$ cat src/rtl/instr_link_tx.sv
// Host-side sender for the 8-bit instruction link: queues 16-bit words, sends each
// as two acknowledged bytes (high first), then collects the core's two-byte readback.
module instr_link_tx #(
    parameter int DEPTH   = 4,
    parameter int TIMEOUT = 255
) (
    input  logic                       clk,
    input  logic                       rst,
    input  logic                       in_valid,
    output logic                       in_ready,
    input  logic [15:0]                in_instr,
    output logic [7:0]                 link_data,
    output logic                       link_hi,
    output logic                       link_valid,
    input  logic                       link_ack,
    input  logic                       resp_valid,
    input  logic [7:0]                 resp_byte,
    output logic                       rd_valid,
    output logic [15:0]                rd_data,
    output logic                       err,
    output logic [$clog2(DEPTH):0]     level,
    output logic                       busy
);

    localparam int AW = $clog2(DEPTH);
    localparam int LW = AW + 1;

    typedef enum logic [2:0] {
        IDLE    = 3'd0,
        SEND_HI = 3'd1,
        SEND_LO = 3'd2,
        RESP_HI = 3'd3,
        RESP_LO = 3'd4
    } state_t;

    state_t          state_q, state_d;
    logic [15:0]     word_q, word_d;
    logic [7:0]      timer_q, timer_d;
    logic [15:0]     rd_data_q, rd_data_d;
    logic            rd_valid_q, rd_valid_d;
    logic            err_q, err_d;
    logic            busy_q, busy_d;
    logic [AW-1:0]   wr_ptr_q, wr_ptr_d;
    logic [AW-1:0]   rd_ptr_q, rd_ptr_d;
    logic [LW-1:0]   level_q, level_d;

    logic [15:0]     fifo_mem [DEPTH];

    logic            push;
    logic            pop;
    logic            timeout_hit;

    assign in_ready    = (level_q != LW'(DEPTH));
    assign push        = in_valid && in_ready;
    assign pop         = (state_q == IDLE) && (level_q != '0);
    // The awaited event takes priority, so this only matters on a stalled cycle.
    assign timeout_hit = (timer_q == 8'(TIMEOUT - 1));

    always_ff @(posedge clk) begin
        if (push) begin
            fifo_mem[wr_ptr_q] <= in_instr;
        end
    end

    always_comb begin
        wr_ptr_d = wr_ptr_q;
        rd_ptr_d = rd_ptr_q;
        level_d  = level_q;
        if (push) begin
            wr_ptr_d = wr_ptr_q + AW'(1);
        end
        if (pop) begin
            rd_ptr_d = rd_ptr_q + AW'(1);
        end
        if (push && !pop) begin
            level_d = level_q + LW'(1);
        end else if (pop && !push) begin
            level_d = level_q - LW'(1);
        end
    end

    always_comb begin
        state_d    = state_q;
        word_d     = word_q;
        rd_data_d  = rd_data_q;
        rd_valid_d = 1'b0;
        err_d      = 1'b0;
        timer_d    = timer_q;

        case (state_q)
            IDLE: begin
                if (pop) begin
                    word_d  = fifo_mem[rd_ptr_q];
                    state_d = SEND_HI;
                end
            end
            SEND_HI: begin
                if (link_ack) begin
                    state_d = SEND_LO;
                end else if (timeout_hit) begin
                    state_d = IDLE;
                    err_d   = 1'b1;
                end
            end
            SEND_LO: begin
                if (link_ack) begin
                    state_d = RESP_HI;
                end else if (timeout_hit) begin
                    state_d = IDLE;
                    err_d   = 1'b1;
                end
            end
            RESP_HI: begin
                if (resp_valid) begin
                    rd_data_d[15:8] = resp_byte;
                    state_d         = RESP_LO;
                end else if (timeout_hit) begin
                    state_d = IDLE;
                    err_d   = 1'b1;
                end
            end
            RESP_LO: begin
                if (resp_valid) begin
                    rd_data_d[7:0] = resp_byte;
                    rd_valid_d     = 1'b1;
                    state_d        = IDLE;
                end else if (timeout_hit) begin
                    state_d = IDLE;
                    err_d   = 1'b1;
                end
            end
            default: begin
                state_d = IDLE;
            end
        endcase

        if (state_d != state_q) begin
            timer_d = '0;
        end else if (state_q != IDLE) begin
            timer_d = timer_q + 8'd1;
        end

        busy_d = (state_d != IDLE);
    end

    always_ff @(posedge clk) begin
        if (rst) begin
            state_q    <= IDLE;
            word_q     <= '0;
            timer_q    <= '0;
            rd_data_q  <= '0;
            rd_valid_q <= 1'b0;
            err_q      <= 1'b0;
            busy_q     <= 1'b0;
            wr_ptr_q   <= '0;
            rd_ptr_q   <= '0;
            level_q    <= '0;
        end else begin
            state_q    <= state_d;
            word_q     <= word_d;
            timer_q    <= timer_d;
            rd_data_q  <= rd_data_d;
            rd_valid_q <= rd_valid_d;
            err_q      <= err_d;
            busy_q     <= busy_d;
            wr_ptr_q   <= wr_ptr_d;
            rd_ptr_q   <= rd_ptr_d;
            level_q    <= level_d;
        end
    end

    always_comb begin
        link_valid = (state_q == SEND_HI) || (state_q == SEND_LO);
        link_hi    = (state_q == SEND_HI);
        link_data  = 8'd0;
        if (state_q == SEND_HI) begin
            link_data = word_q[15:8];
        end else if (state_q == SEND_LO) begin
            link_data = word_q[7:0];
        end
    end

    assign rd_valid = rd_valid_q;
    assign rd_data  = rd_data_q;
    assign err      = err_q;
    assign level    = level_q;
    assign busy     = busy_q;

endmodule

$ cat config.mk
export PLATFORM = sky130hd
export DESIGN_NAME = instr_link_tx
export DESIGN_NICKNAME = d
export VERILOG_FILES = /design/src/rtl/instr_link_tx.sv
export SDC_FILE = /design/constraint.sdc
export NUM_CORES = 1
export LEC_CHECK = 0
export ABC_AREA = 1
export ABC_CLOCK_PERIOD_IN_PS = 2680
export CAP_MARGIN = 20
export CORE_MARGIN = 2
export CORE_UTILIZATION = 30
export CTS_CLUSTER_SIZE = 25
export DETAILED_ROUTE_END_ITERATION = 10
export DONT_BUFFER_PORTS = 1
export GPL_ROUTABILITY_DRIVEN = 0
export GPL_TIMING_DRIVEN = 0
export PLACE_DENSITY = 0.42
export SYNTH_ARGS = -nofsm -noshare
export SYNTH_HDL_FRONTEND = slang
export SYNTH_SLANG_ARGS = --single-unit
$ cat constraint.sdc
create_clock -name clk -period 2.68 [get_ports clk]
set_clock_uncertainty 0.15 [all_clocks]
set_input_delay 0.536 -clock clk [delete_from_list [all_inputs] [get_ports clk]]
set_output_delay 0.536 -clock clk [all_outputs]
set_load 0.01 [all_outputs]
Yosys cells after proc, flatten, opt, wreduce, memory -nomap -nowiden
Memories as Yosys holds them, arrays and structs flattened. A register that Yosys moved wholly into a read port is not among the register bits.
Index checks and enable logic that the tools add are counted.

storage, ports and cells
  bits in writable memories = 64
  word-level logic and storage cells = 61
  input port bits = 29
  register bits after elaboration = 37
  memories kept = 1

operators by class
  multiplexer cells = 18
  add/sub/neg operators = 5
  reductions and logical operators = 19
  bitwise logic cells = 1
  equal/unequal tests = 7

memory list
  memory    words  bits a word  rd ports  clocked after memory_dff  write ports  RTL line  source
  fifo_mem  4      16           1         1                         1            47        logic [15:0] fifo_mem [DEPTH];

operators with widths
  operator               number
  $mux W3                8
  $mux W8                2
  $pmux W3 S5            1
  $reduce_bool A3 Y1     3
  $add A8 B1 Y8 const B  1
  $eq A8 B8 Y1 const B   1
  $reduce_or A2 Y1       4
  $eq A3 B2 Y1 const B   2
  $mux W1                6
  $reduce_and A2 Y1      3
  $add A2 B1 Y2 const B  2
  $logic_and A1 B1 Y1    4
  $add A3 B1 Y3 const B  1
  $eq A3 B1 Y1 const B   1
  $eq A3 B3 Y1 const B   1
  $logic_not A3 Y1       1
  $ne A3 B3 Y1           1
  $ne A3 B3 Y1 const B   1
  $sub A3 B1 Y3 const B  1
  $logic_not A1 Y1       2
  $pmux W1 S2            1
  $reduce_bool A2 Y1     1
  $logic_or A1 B1 Y1     1
  $not A1 Y1             1

Depth between registers and ports, before layout
  depth after elaboration = 6
  depth in mapped cells = 12
  mapped depth without buffers = 12

Worst setup path after synthesis
OpenSTA, ideal clock, no wires.

  path kind = register -> register
  start point = register level_q[0], in the netlist level[0]
  end point = register level_q[2], in the netlist level[2]
  stages on the path, launching flop included = 12
  setup slack = 0.569 ns
  data arrival time = 1.839 ns
  setup time = 0.122 ns
  required time = 2.408 ns
  buffers on the path = 0
  path through = dfxtp_1 -> nor2_1 -> nand2_1 -> nand2_1 -> inv_1 -> ha_1 -> inv_1 -> fa_1 -> a21oi_1 -> o21ai_0 -> o21ai_0 -> a21oi_1

on the way
  word-level cells in the longest chain between the ends = 5
  elaborated cells between the ends (all ways) = 13
  classes of those cells = 2 x add/sub; 1 x eq/ne; 2 x mux; 8 x reduce/logical

ends and longest elaborated chain
  what                                 RTL line  source
  start, declared                      45        logic [LW-1:0] level_q, level_d;
  start signal, assigned               168       level_q <= level_d;
  $ne A3 B3 Y1 *                       53        assign in_ready = (level_q != LW'(DEPTH));
  net in_ready                         10        output logic in_ready,
  $logic_and A1 B1 Y1 *                54        assign push = in_valid && in_ready;
  net push                             49        logic push;
  $logic_not A1 Y1                     77        end else if (pop && !push) begin
  $logic_and A1 B1 Y1                  77
  $reduce_bool A2 Y1 (no source line)  n/a

Mark *: on every way through the listed nets, which the timed path passes. The rest lies on a longest branch. The select of a mux whose other input is x is not followed.
A chain may end at the register's enable or synchronous reset.

Worst setup path in the final report
  start point = register state_q[1]
  end point = output port link_data[6]

on the way
  word-level cells in the longest chain between the ends = 3
  elaborated cells between the ends (all ways) = 4
  classes of those cells = 2 x eq/ne; 2 x mux

ends and longest elaborated chain
  what                    RTL line  source
  start, declared         36        state_t state_q, state_d;
  start signal, assigned  159       state_q <= state_d;
  $eq A3 B2 Y1            178       end else if (state_q == SEND_LO) begin
  $mux W8                 178
  $mux W8 *               176       if (state_q == SEND_HI) begin
  end, declared           12        output logic [7:0] link_data,

Every way passes the cells marked *; elsewhere a longest branch is shown, timed or not.

==> flow_metrics.py <==
metrics = {
    "outcome": {
        "status": "complete, no violations",
    },
    "grt": {
        "antenna_found_initial": 0,
        "grt_max_degree": 17,
        "groute.usage.overall_pct": 14.7,
        "grt_pass1_wl_mm": 18.5,
        "grt-ovfl-total": 0,
        "grt_pass1_vias": 3458,
    },
    "cts": {
        "cts.clk_slew.worst_paths_ps": 50,
        "clkLatencyLatePin_ps": 410,
        "cts-htree-levels": 4,
        "clock_path_buffers": 2,
        "cts_root_buf": "clkbuf_16",
        "cts_hold_buf": 0,
        "cts_tree": "built",
        "clock-sinks": 117,
        "cts_made_buffers": 17,
    },
    "layout": {
        "area_growth_pct": 18.5,
        "drive_gt1_share_pct": 14.2,
        "antenna_cells": 0,
        "final_common_cell": "nor2_1",
        "final_nets": 544,
        "nFillCells": 1657,
        "final_cell_mix": "nor2_1, edfxtp_1, nand2_1, dfxtp_1, o21ai_0",
    },
    "die": {
        "die_h_microns": 131,
        "fp.coreArea_sq_um": 15800,
        "start_util_pct": 30.5,
        "die-area_sq_um": 17100,
        "io_pins": 62,
        "rows": 46,
        "die_w_microns": 131,
    },
    "detailed_routing": {
        "dr.first_iter.drc_count": 155,
        "vias": 3386,
        "drc": 0,
        "avgViaCountPerCell": 4.60,
        "drt-pass1-iter-count": 4,
        "postRouteAntennaNets": 0,
        "wl_per_cell_microns": 15.7,
        "wirelength_mm": 11.6,
    },
    "yosys": {
        "synth_seq_cells": 117,
        "synthFlopType": "edfxtp_1",
        "syn_nets": 521,
        "synthCells": 484,
        "syn_area_sq_um": 4810,
        "synth_edf_count": 64,
        "ys_types": 34,
        "syn_area_per_cell_sq_um": 9.94,
        "synth.yosys.seq_area_share_pct": 62.0,
        "synth_warnings": 0,
        "async_reset_ff_share_pct": 0,
    },
    "setup_path": {
        "reg2reg_depth": 11,
        "worstSetupPathType": "flip-flop to primary output",
        "r2r_setup_slack_ps": 330,
        "crit_fanout": 10,
        "crit_arrival_ps": 1700,
        "start_kind": "flip-flop",
        "crit_path_end_kind": "primary output",
        "cp.required_ps": 1990,
        "reg2reg_from": "level[0]$_SDFFE_PP0P_",
        "r2r_end": "level[2]$_SDFFE_PP0P_",
    },
    "min_path": {
        "min_from": "rst",
        "hold_end": "rd_data[7]$_SDFFE_PP0P_",
        "hold_class": "primary input to flip-flop",
        "worstHoldPathCells": 1,
    },
    "place": {
        "dpl.hpwl_mm": 8.30,
        "portBuffers": 0,
    },
    "timing": {
        "tightest_slew_ps": 625,
        "period_share_pct": 89.2,
        "setup_viol": 0,
        "fmax_ghz": 0.418,
        "period_minus_slack_ps": 2390,
        "drv_slew": 0,
        "slew_headroom_pct": 57.9,
        "rsz0062_at_grt": "false",
        "hold-worst-slack_ps": 35.1,
        "finalHoldViolCount": 0,
    },
    "power": {
        "ir_drop_v": 0.000466,
        "p_per_area_nw_per_um2": 1050,
        "leakage_nw": 2.03,
        "power_mw": 6.00,
    },
    "run": {
        "maxCapViolations": 0,
    },
}
==> power breakdown <==
group | internal [mW] | total [mW] | switching (mW)
clock | 1.37 | 2.12 | 0.749
sequential | 2.15 | 2.27 | 0.116
combinational | 0.496 | 1.62 | 1.12
==> routing by layer <==
metal	vias to the layer above	GRT usage [%]	routed length, microns	share of wire, %
li1	1673	-	-	-
met1	1627	17.9	5100	44
met2	72	23.3	5430	47
met3	14	6.23	889	7.7
met4	0	5.13	166	1.4
met5	-	0	0	0
==> sequential cells by signal, summed over array words and instances (netlist names) <==
| name | flops |
|---|---|
| state_q | 3 |
| rd_ptr_q | 2 |
| busy | 1 |
| timer_q | 8 |
| level | 3 |
| rd_valid | 1 |
| word_q | 16 |
| err | 1 |
| wr_ptr_q | 2 |
| fifo_mem | 64 |
| rd_data | 16 |
==> how the worst max path moves through the flow <==
| stage | start | to | depth (start not counted) |
|---|---|---|---|
| finish | state_q[1]$_SDFF_PP0_ | link_data[6] | 3 |
| global route | level[0]$_SDFFE_PP0P_ | level[2]$_SDFFE_PP0P_ | 11 |
| CTS | level[0]$_SDFFE_PP0P_ | level[2]$_SDFFE_PP0P_ | 11 |
| detailed placement | level[0]$_SDFFE_PP0P_ | level[2]$_SDFFE_PP0P_ | 11 |
| global placement | level[0]$_SDFFE_PP0P_ | fifo_mem[2][7]$_DFFE_PP_ | 4 |
| floorplan | level[0]$_SDFFE_PP0P_ | level[2]$_SDFFE_PP0P_ | 11 |
==> worst max-delay path: stages (launching register included) <==
cell     delay, ps
dfxtp_1        480
nand3_2        120
buf_4          180
o21ai_0        510
==> timing repair <==
action	in CTS	in global routing
resized for setup	0	1
setup endpoints to repair	0	1
buffers inserted	0	0
==> synth_stat cells, types with 7 or more instances <==
master     n  share of area, %
a21oi_1   24               2.5
nor2_1    85               6.6
inv_1     34               2.7
a31oi_1   16               2.1
o21ai_1   14               1.5
edfxtp_1  64                40
o21ai_0   52               5.4
ha_1       7               1.8
nand3_1   13               1.4
dfxtp_1   53                22
nand2_1   57               4.4
nor2_2     9               1.2
clkbuf_1  12              0.94
==> layout make-up <==
type                            instances  area [sq um]  area share [%]
Multi-Input combinational cell        304          1570            27.5
Inverter                               42           168            2.94
Buffer                                 21           104            1.82
Sequential cell                       117          2980            52.3
Timing Repair Buffer                    4          52.6           0.921
Clock buffer                           27           503            8.82
Clock inverter                          5          52.6           0.921
Tap cell                              216           270            4.74
==> stage by stage <==
stage | setup slack, ps | TNS, ps | util [%] | instance area, sq um | cells
after floorplan | 569 | 0 | - | 4810 | 484
after global placement | -274 | -15110 | 32.2 | 5080 | 700
after detailed placement | 197 | 0 | 32.6 | 5150 | 704
after CTS | 193 | 0 | 36.2 | 5700 | 736
after global routing | 115 | 0 | 36.2 | 5700 | 736
final | 289 | 0 | 36.2 | 5700 | 736
==> kinds of logic (layout without fill, tap and decap cells) <==
kind of cell,after synthesis,after routing,synth area share [%]
compound gates,108,108,11.8
xor+xnor,7,7,1.27
fa+ha+maj,8,8,2.24
buf+inv,63,99,5.64
flops,117,117,62.0
simple gates,181,181,17.1
Power figures use the tool's default switching activity.
